## src/rtl/irq_ctrl_pkg.sv

```systemverilog
// Shared constants for the CSR-mapped interrupt controller: bus widths and register offsets.
package irq_ctrl_pkg;

  localparam int unsigned CSR_AW = 8;
  localparam int unsigned CSR_DW = 8;

  typedef logic [CSR_AW-1:0] csr_addr_t;
  typedef logic [CSR_DW-1:0] csr_data_t;

  localparam csr_addr_t IRQ_STATUS = 8'd0;
  localparam csr_addr_t IRQ_IE     = 8'd1;
  localparam csr_addr_t IRQ_IP     = 8'd2;
  localparam csr_addr_t IRQ_EDGE   = 8'd3;
  localparam csr_addr_t IRQ_POL    = 8'd4;

endpackage

```

## src/rtl/irq_ctrl_if.sv

```systemverilog
// Shared CSR bus: the I2C slave side is the master; register blocks are slaves.
interface irq_ctrl_if;

  irq_ctrl_pkg::csr_addr_t csr_a;
  logic                    csr_we;
  irq_ctrl_pkg::csr_data_t csr_di;
  irq_ctrl_pkg::csr_data_t csr_do;

  modport master (output csr_a, output csr_we, output csr_di, input csr_do);
  modport slave  (input csr_a, input csr_we, input csr_di, output csr_do);

endinterface

```

## src/rtl/sync_edge.sv

```systemverilog
// Two-flop synchronizer for one asynchronous input, plus single-cycle rise/fall pulses
// derived from the synchronized level.
module sync_edge (
  input  logic clk,
  input  logic rst_n,
  input  logic d,
  output logic level,
  output logic rise,
  output logic fall
);

  logic s1_q, s2_q, s3_q;

  always_ff @(posedge clk or negedge rst_n) begin
    if (!rst_n) begin
      s1_q <= 1'b0;
      s2_q <= 1'b0;
      s3_q <= 1'b0;
    end else begin
      s1_q <= d;
      s2_q <= s1_q;
      s3_q <= s2_q;
    end
  end

  assign level = s2_q;
  assign rise  = s2_q & ~s3_q;
  assign fall  = ~s2_q & s3_q;

endmodule

```

## src/rtl/irq_ctrl.sv

```systemverilog
// Interrupt controller: latches up to 8 synchronized sources into pending bits (edge or
// level, selectable polarity) and drives one registered, IE-masked request line.
module irq_ctrl
  import irq_ctrl_pkg::*;
#(
  parameter logic [CSR_AW-1:0] BASE_ADDR = 8'h10,
  parameter int unsigned       NUM_IRQ   = 8
) (
  input  logic               clk,
  input  logic               rst_n,
  irq_ctrl_if.slave          csr,
  input  logic [NUM_IRQ-1:0] irq_in,
  output logic               irq
);

  logic [NUM_IRQ-1:0] ie_q, ip_q, ip_d, edge_q, pol_q;
  logic [NUM_IRQ-1:0] level, rise, fall, set;
  csr_addr_t          off;
  csr_data_t          rdata, rdata_q;
  logic               we_ie, we_ip, we_edge, we_pol;
  logic               irq_q;

  // Offset wraps modulo 256, so off <= 4 is exactly BASE_ADDR..BASE_ADDR+4.
  assign off     = csr.csr_a - BASE_ADDR;
  assign we_ie   = csr.csr_we && (off == IRQ_IE);
  assign we_ip   = csr.csr_we && (off == IRQ_IP);
  assign we_edge = csr.csr_we && (off == IRQ_EDGE);
  assign we_pol  = csr.csr_we && (off == IRQ_POL);

  for (genvar i = 0; i < NUM_IRQ; i++) begin : g_src
    sync_edge u_sync (
      .clk   (clk),
      .rst_n (rst_n),
      .d     (irq_in[i]),
      .level (level[i]),
      .rise  (rise[i]),
      .fall  (fall[i])
    );

    assign set[i]  = edge_q[i] ? (pol_q[i] ? rise[i] : fall[i]) : (level[i] == pol_q[i]);
    // Set beats a same-cycle W1C.
    assign ip_d[i] = set[i] | (ip_q[i] & ~(we_ip & csr.csr_di[i]));
  end

  if (NUM_IRQ < CSR_DW) begin : g_narrow
    logic unused_di;
    assign unused_di = ^csr.csr_di[CSR_DW-1:NUM_IRQ];
  end

  always_comb begin
    rdata = '0;
    case (off)
      IRQ_STATUS: rdata = CSR_DW'(level);
      IRQ_IE:     rdata = CSR_DW'(ie_q);
      IRQ_IP:     rdata = CSR_DW'(ip_q);
      IRQ_EDGE:   rdata = CSR_DW'(edge_q);
      IRQ_POL:    rdata = CSR_DW'(pol_q);
      default:    rdata = '0;
    endcase
  end

  always_ff @(posedge clk or negedge rst_n) begin
    if (!rst_n) begin
      ie_q    <= '0;
      ip_q    <= '0;
      edge_q  <= '0;
      pol_q   <= '0;
      rdata_q <= '0;
      irq_q   <= 1'b0;
    end else begin
      if (we_ie)   ie_q   <= csr.csr_di[NUM_IRQ-1:0];
      if (we_edge) edge_q <= csr.csr_di[NUM_IRQ-1:0];
      if (we_pol)  pol_q  <= csr.csr_di[NUM_IRQ-1:0];
      ip_q    <= ip_d;
      rdata_q <= rdata;
      irq_q   <= |(ip_q & ie_q);
    end
  end

  assign csr.csr_do = rdata_q;
  assign irq        = irq_q;

endmodule

```

## src/flat_wrapper.sv

```systemverilog
// flat-port wrapper written by rule: the top's interface ports become plain ports
module irq_ctrl_flat import irq_ctrl_pkg::*;
#(
  parameter logic [CSR_AW-1:0] BASE_ADDR = 8'h10,
  parameter int unsigned       NUM_IRQ   = 8
)
  (clk, rst_n, irq_in, irq, csr_csr_a, csr_csr_we, csr_csr_di, csr_csr_do);
  irq_ctrl_if csr_i ();
  input  logic clk;
  input  logic rst_n;
  input  logic [NUM_IRQ-1:0] irq_in;
  output logic irq;
  input wire logic [$bits(csr_i.csr_a)-1:0] csr_csr_a;
  input wire logic [$bits(csr_i.csr_we)-1:0] csr_csr_we;
  input wire logic [$bits(csr_i.csr_di)-1:0] csr_csr_di;
  output wire logic [$bits(csr_i.csr_do)-1:0] csr_csr_do;
  assign csr_i.csr_a = csr_csr_a;
  assign csr_i.csr_we = csr_csr_we;
  assign csr_i.csr_di = csr_csr_di;
  assign csr_csr_do = csr_i.csr_do;
  irq_ctrl #(.BASE_ADDR(BASE_ADDR), .NUM_IRQ(NUM_IRQ)) u_core (.clk(clk), .rst_n(rst_n), .csr(csr_i), .irq_in(irq_in), .irq(irq));
endmodule
```

## config.mk

```make
export PLATFORM = sky130hd
export DESIGN_NAME = irq_ctrl_flat
export DESIGN_NICKNAME = d
export VERILOG_FILES = /design/src/rtl/irq_ctrl_pkg.sv /design/src/rtl/irq_ctrl_if.sv /design/src/rtl/sync_edge.sv /design/src/rtl/irq_ctrl.sv /design/src/flat_wrapper.sv
export SDC_FILE = /design/constraint.sdc
export NUM_CORES = 1
export LEC_CHECK = 0
export BUFFER_PORTS_ARGS = -buffer_cell sky130_fd_sc_hd__clkbuf_2
export CAP_MARGIN = 20
export CORE_MARGIN = 4
export CORE_UTILIZATION = 53
export CTS_CLUSTER_SIZE = 16
export DETAILED_ROUTE_END_ITERATION = 10
export MAX_ROUTING_LAYER = met4
export PLACE_DENSITY = 0.73
export SKIP_LAST_GASP = 1
export SLEW_MARGIN = 40
export SYNTH_ARGS = -nofsm -noshare
export SYNTH_HDL_FRONTEND = slang
export SYNTH_SLANG_ARGS = --single-unit
```

## constraint.sdc

```tcl
create_clock -name clk -period 2.29 [get_ports clk]
set_input_delay 0.229 -clock clk [delete_from_list [all_inputs] [get_ports clk]]
set_output_delay 0.229 -clock clk [all_outputs]
set_load 0.05 [all_outputs]
```

* Word level (Yosys, flattened, before mapping) *
Index checks and enable logic that the tools add are counted.

word-level totals
  register bits = 65
  input bits = 27
  output and inout port bits = 9
  logic and storage cells = 131

operators by class
  $add $sub $neg = 1
  eq/ne operators = 12
  muxes and demuxes = 17
  bitwise logic cells = 65
  reductions and logical operators = 6

operators by type and width
  operator                                                                number
  8-bit case mux with 5 select lines                                      1
  1-bit bitwise AND                                                       32
  1-bit inverter                                                          24
  8-bit by 2-bit equality test with 1-bit output (second input constant)  2
  1-bit two-way mux                                                       16
  8-bit bitwise AND                                                       1
  1-bit equality test                                                     8
  8-bit by 1-bit equality test with 1-bit output (second input constant)  1
  8-bit by 3-bit equality test with 1-bit output (second input constant)  1
  8-bit zero test                                                         1
  1-bit OR                                                                8
  8-bit OR reduction                                                      1
  8-bit by 5-bit subtractor with 8-bit output (second input constant)     1
  1-bit logical AND                                                       4

* Longest topological paths before layout *
  depth after elaboration = 7
  mapped depth = 5
  depth with buffers taken out = 3

* Modules after synthesis *
From an unflattened synthesis, not the netlist that was laid out.

unflattened totals
  cells, all modules = 227
  area, all modules = 2916.5 µm²

by module, submodules not included
  module     instances  cells an instance  area each (µm²)  seq. area each (µm²)
  irq_ctrl   1          187                2195.9           1026.0
  sync_edge  8          5                  90.1             75.1

* Worst setup path before layout *
No wires, ideal clock.

  path kind = input to register
  from = input port csr_csr_a[3]
  to = register u_core.edge_q[0]
  library setup time = 0.125 ns
  arrival time = 1.820 ns
  required time = 2.165 ns
  slack = 0.345 ns
  stages = 5
  path buffers = 2
  cells stage by stage = or4b_1 > buf_6 > or4_4 > buf_6 > mux2_4

between the ends
  longest elaborated chain between the ends = 3

RTL lines
  what                                            line                source
  start, declared                                 flat_wrapper.sv:13  input wire logic [$bits(csr_i.csr_a)-1:0] csr_csr_a;
  8-bit by 5-bit subtractor with 8-bit output     irq_ctrl.sv:24      assign off = csr.csr_a - BASE_ADDR;
  8-bit by 2-bit equality test with 1-bit output  irq_ctrl.sv:27      assign we_edge = csr.csr_we && (off == IRQ_EDGE);
  1-bit logical AND                               irq_ctrl.sv:27
  end signal, assigned                            irq_ctrl.sv:72      if (we_edge) edge_q <= csr.csr_di[NUM_IRQ-1:0];
  end, declared                                   irq_ctrl.sv:16      logic [NUM_IRQ-1:0] ie_q, ip_q, ip_d, edge_q, pol_q;

No other way between the ends.
A chain may end at the register's enable or synchronous reset.

* Final worst setup path *
  from = input port csr_csr_a[3]
  to = register u_core.edge_q[2]

Same word-level chain as after synthesis.

==> reports/metrics.yaml <==
yosys:
  yosysSeqAreaShare: 0.590
  synth_cell_types: 25
  ys_top_cells_by_count: "dfrtp_1, mux2_4, mux2i_1, nor3_1, inv_1"
  syn_nets: 231
  ys.flop_type: "dfrtp_1"
  synth_area_leaders: "dfrtp_1, mux2_4, mux2i_1"
  ys_ff_latch: 65
  syn_area_mm2: 0.00276
  avgSynthCellArea_um2: 13.5
  netlist.area_leader.share: 0.590
  ys_warn_count: 0
  synth_edf_count: 0
  synth_area_leader_cell: "dfrtp_1"
  synth.most_common_cell: "dfrtp_1"
  synthArstFlopShare: 1.00
  synthCells: 204
min_path:
  hold_class: "in -> reg"
  whs_endpoint: "u_core.edge_q[6]"
  hp-start: "csr_csr_di[6]"
  holdPathStages: 2
timing:
  slew_headroom: 0.587
  setup_viol: 0
  rsz0062_at_grt: "false"
  period_share: 0.723
  finalHoldViolations: 0
  tightest_slew_ns: 0.620
  fin_tns_setup_ns: 0
  slew_violations: 0
  skew_ns: 0.00931
  post-route-min-period_ns: 1.66
  max_freq_mhz: 604
setup_path:
  r2r_setup_slack_ns: 1.25
  worstSetupPathType: "in -> reg"
  end_kind: "flop"
  r2r_cells: 3
  reg2reg_from: "u_core.edge_q[5]"
  critPathArrivalTime_ns: 1.87
  cp_max_fo: 8
  cp.required_ns: 2.50
  startpoint_type: "input port"
  reg2reg_to: "u_core.csr.csr_do[5]"
drt:
  via_per_inst: 5.58
  wl_um: 5520
  ant_nets: 0
  drtIter0Drc: 87
  dr.pass1.iters: 4
  wl_per_cell_um: 16.8
  drc: 0
  dr_total_vias: 1836
clock_network:
  htreeDepth: 3
  cts.sinks: 65
  cts_buffers: 9
  root_buffer: "clkbuf_8"
  clock_latency_ns: 0.34
  cts_tree: "yes"
  cts_buffer_depth: 2
  post_cts_buffers: 0
  path_clk_slew_ns: 0.06
floorplan:
  coreArea_mm2: 0.00488
  fp.dieArea_mm2: 0.00642
  dieWidth_um: 80.1
  initial_utilization: 0.565
  top_level_ports: 36
  placementRows: 25
  dieHeight_um: 80.1
power:
  p_sw_frac: 0.230
  p_total_mw: 2.35
  p_int_mw: 1.81
  ir_worst_vdd_mv: 0.511
  switchingPower_mw: 0.539
  power_leakage_nw: 1.62
  seq_power_share: 0.524
  combPwrFrac: 0.080
  clockPowerShare: 0.396
  power_density_mw_per_mm2: 713
global_route:
  antenna_found_initial: 0
  grt_pass1_wl_um: 8910
  groute.usage.overall: 0.194
  grt_pass1_vias: 1775
  grt-ovfl-total: 0
  grt_max_degree: 26
finish:
  area_growth_pct: 19.5
  design_area_mm2: 0.00329
  fin_nets: 284
  antenna-diode-count: 0
  regArea_mm2: 0.00163
  drive_gt1_frac: 0.328
  fillers: 358
  multiInputGateArea_mm2: 0.00103
  fin_cells: 329
placed_design:
  dpl.hpwl_um: 3760
  io_buffers: 35
  dpl_cell_area_mm2: 0.00301
  dpl.cell_count: 304
  globalplace.congestion: 0.799
flow_run:
  maxCapViolCount: 0
outcome:
  status: "finished, final reports clean"
stage by stage:
step,utilization,worst slack [ns],hold WS (ns)
2_1_floorplan,-,0.345,-0.0666
3_3_place_gp,0.618,0.315,0.257
3_5_place_dp,0.618,0.289,0.266
4_1_cts,0.675,0.641,0.173
5_1_grt,0.675,0.588,0.184
6_report,0.675,0.635,0.184
registers in the layout (all words and copies together), names as in the netlist:
name,count
u_core.edge_q,8
u_core.ie_q,8
u_core.pol_q,8
u_core.g_src.u_sync.s1_q,8
u_core.csr.csr_do,8
u_core.ip_q,8
u_core.g_src.u_sync.level,8
u_core.irq,1
u_core.g_src.u_sync.s3_q,8
layer usage:
metal	vias up	global-route usage	wire (um)
li1	860	-	-
met1	891	0.267	2510
met2	68	0.268	2520
met3	17	0.0370	337
met4	0	0.115	148
met5	-	-	0
layout by cell type (no fill, tap or decap), types with 4 or more instances in the layout:
| master | instances |
|---|---|
| inv_1 | 10 |
| dfrtp_1 | 65 |
| nor3_1 | 16 |
| nand3_1 | 8 |
| o41ai_1 | 8 |
| buf_4 | 8 |
| clkbuf_2 | 35 |
| a22oi_1 | 4 |
| o311ai_0 | 8 |
| a211o_1 | 8 |
| mux2i_1 | 16 |
| mux2_4 | 16 |
| nand2_1 | 8 |
| mux2_2 | 8 |
| dlygate4sd3_1 | 9 |
| clkbuf_8 | 10 |
| nor2b_1 | 8 |
power groups by stage:
stage	clock, mW	combinational, mW	sequential [mW]
3_3_place_gp	0	0.175	1.25
3_5_place_dp	0	0.178	1.25
4_1_cts	0.952	0.190	1.23
2_1_floorplan	0	0.0805	1.26
5_1_grt	1.00	0.206	1.24
6_report	0.931	0.188	1.23
cells by family (layout without fill, tap and decap cells):
kind of cell	after synthesis	after routing	synth area share
mux	40	40	0.178
buf+inv	20	78	0.0354
simple gates	51	51	0.109
compound gates	28	28	0.0872
flops	65	65	0.590
worst max-delay path, cell delays in order:
cell,delay (ns)
clkbuf_2,0.07
or4b_1,0.59
or4_4,0.64
mux2_4,0.34
timing repair:
action / CTS / global route
hold endpoints to repair: 31 / 0
setup endpoints to repair: 0 / 0
resized for setup: 0 / 0
hold buffers: 9 / 0
cell type report:
class / count / area share
Sequential cell: 65 / 0.494
Inverter: 10 / 0.0114
Timing Repair Buffer: 52 / 0.0988
Clock buffer: 13 / 0.0452
Multi-Input combinational cell: 119 / 0.313
Clock inverter: 3 / 0.0122
Tap cell: 67 / 0.0255
how the worst max path moves through the flow:
stage,startpoint,end,slack (ns)
finish,csr_csr_a[3],u_core.edge_q[2],0.63
CTS,csr_csr_a[3],u_core.edge_q[2],0.64
global route,csr_csr_a[3],u_core.pol_q[4],0.59
detailed placement,csr_csr_a[3],u_core.edge_q[2],0.29
floorplan,csr_csr_a[3],u_core.edge_q[0],0.34
global placement,csr_csr_a[3],u_core.edge_q[4],0.31
Power figures use the tool's default switching activity.
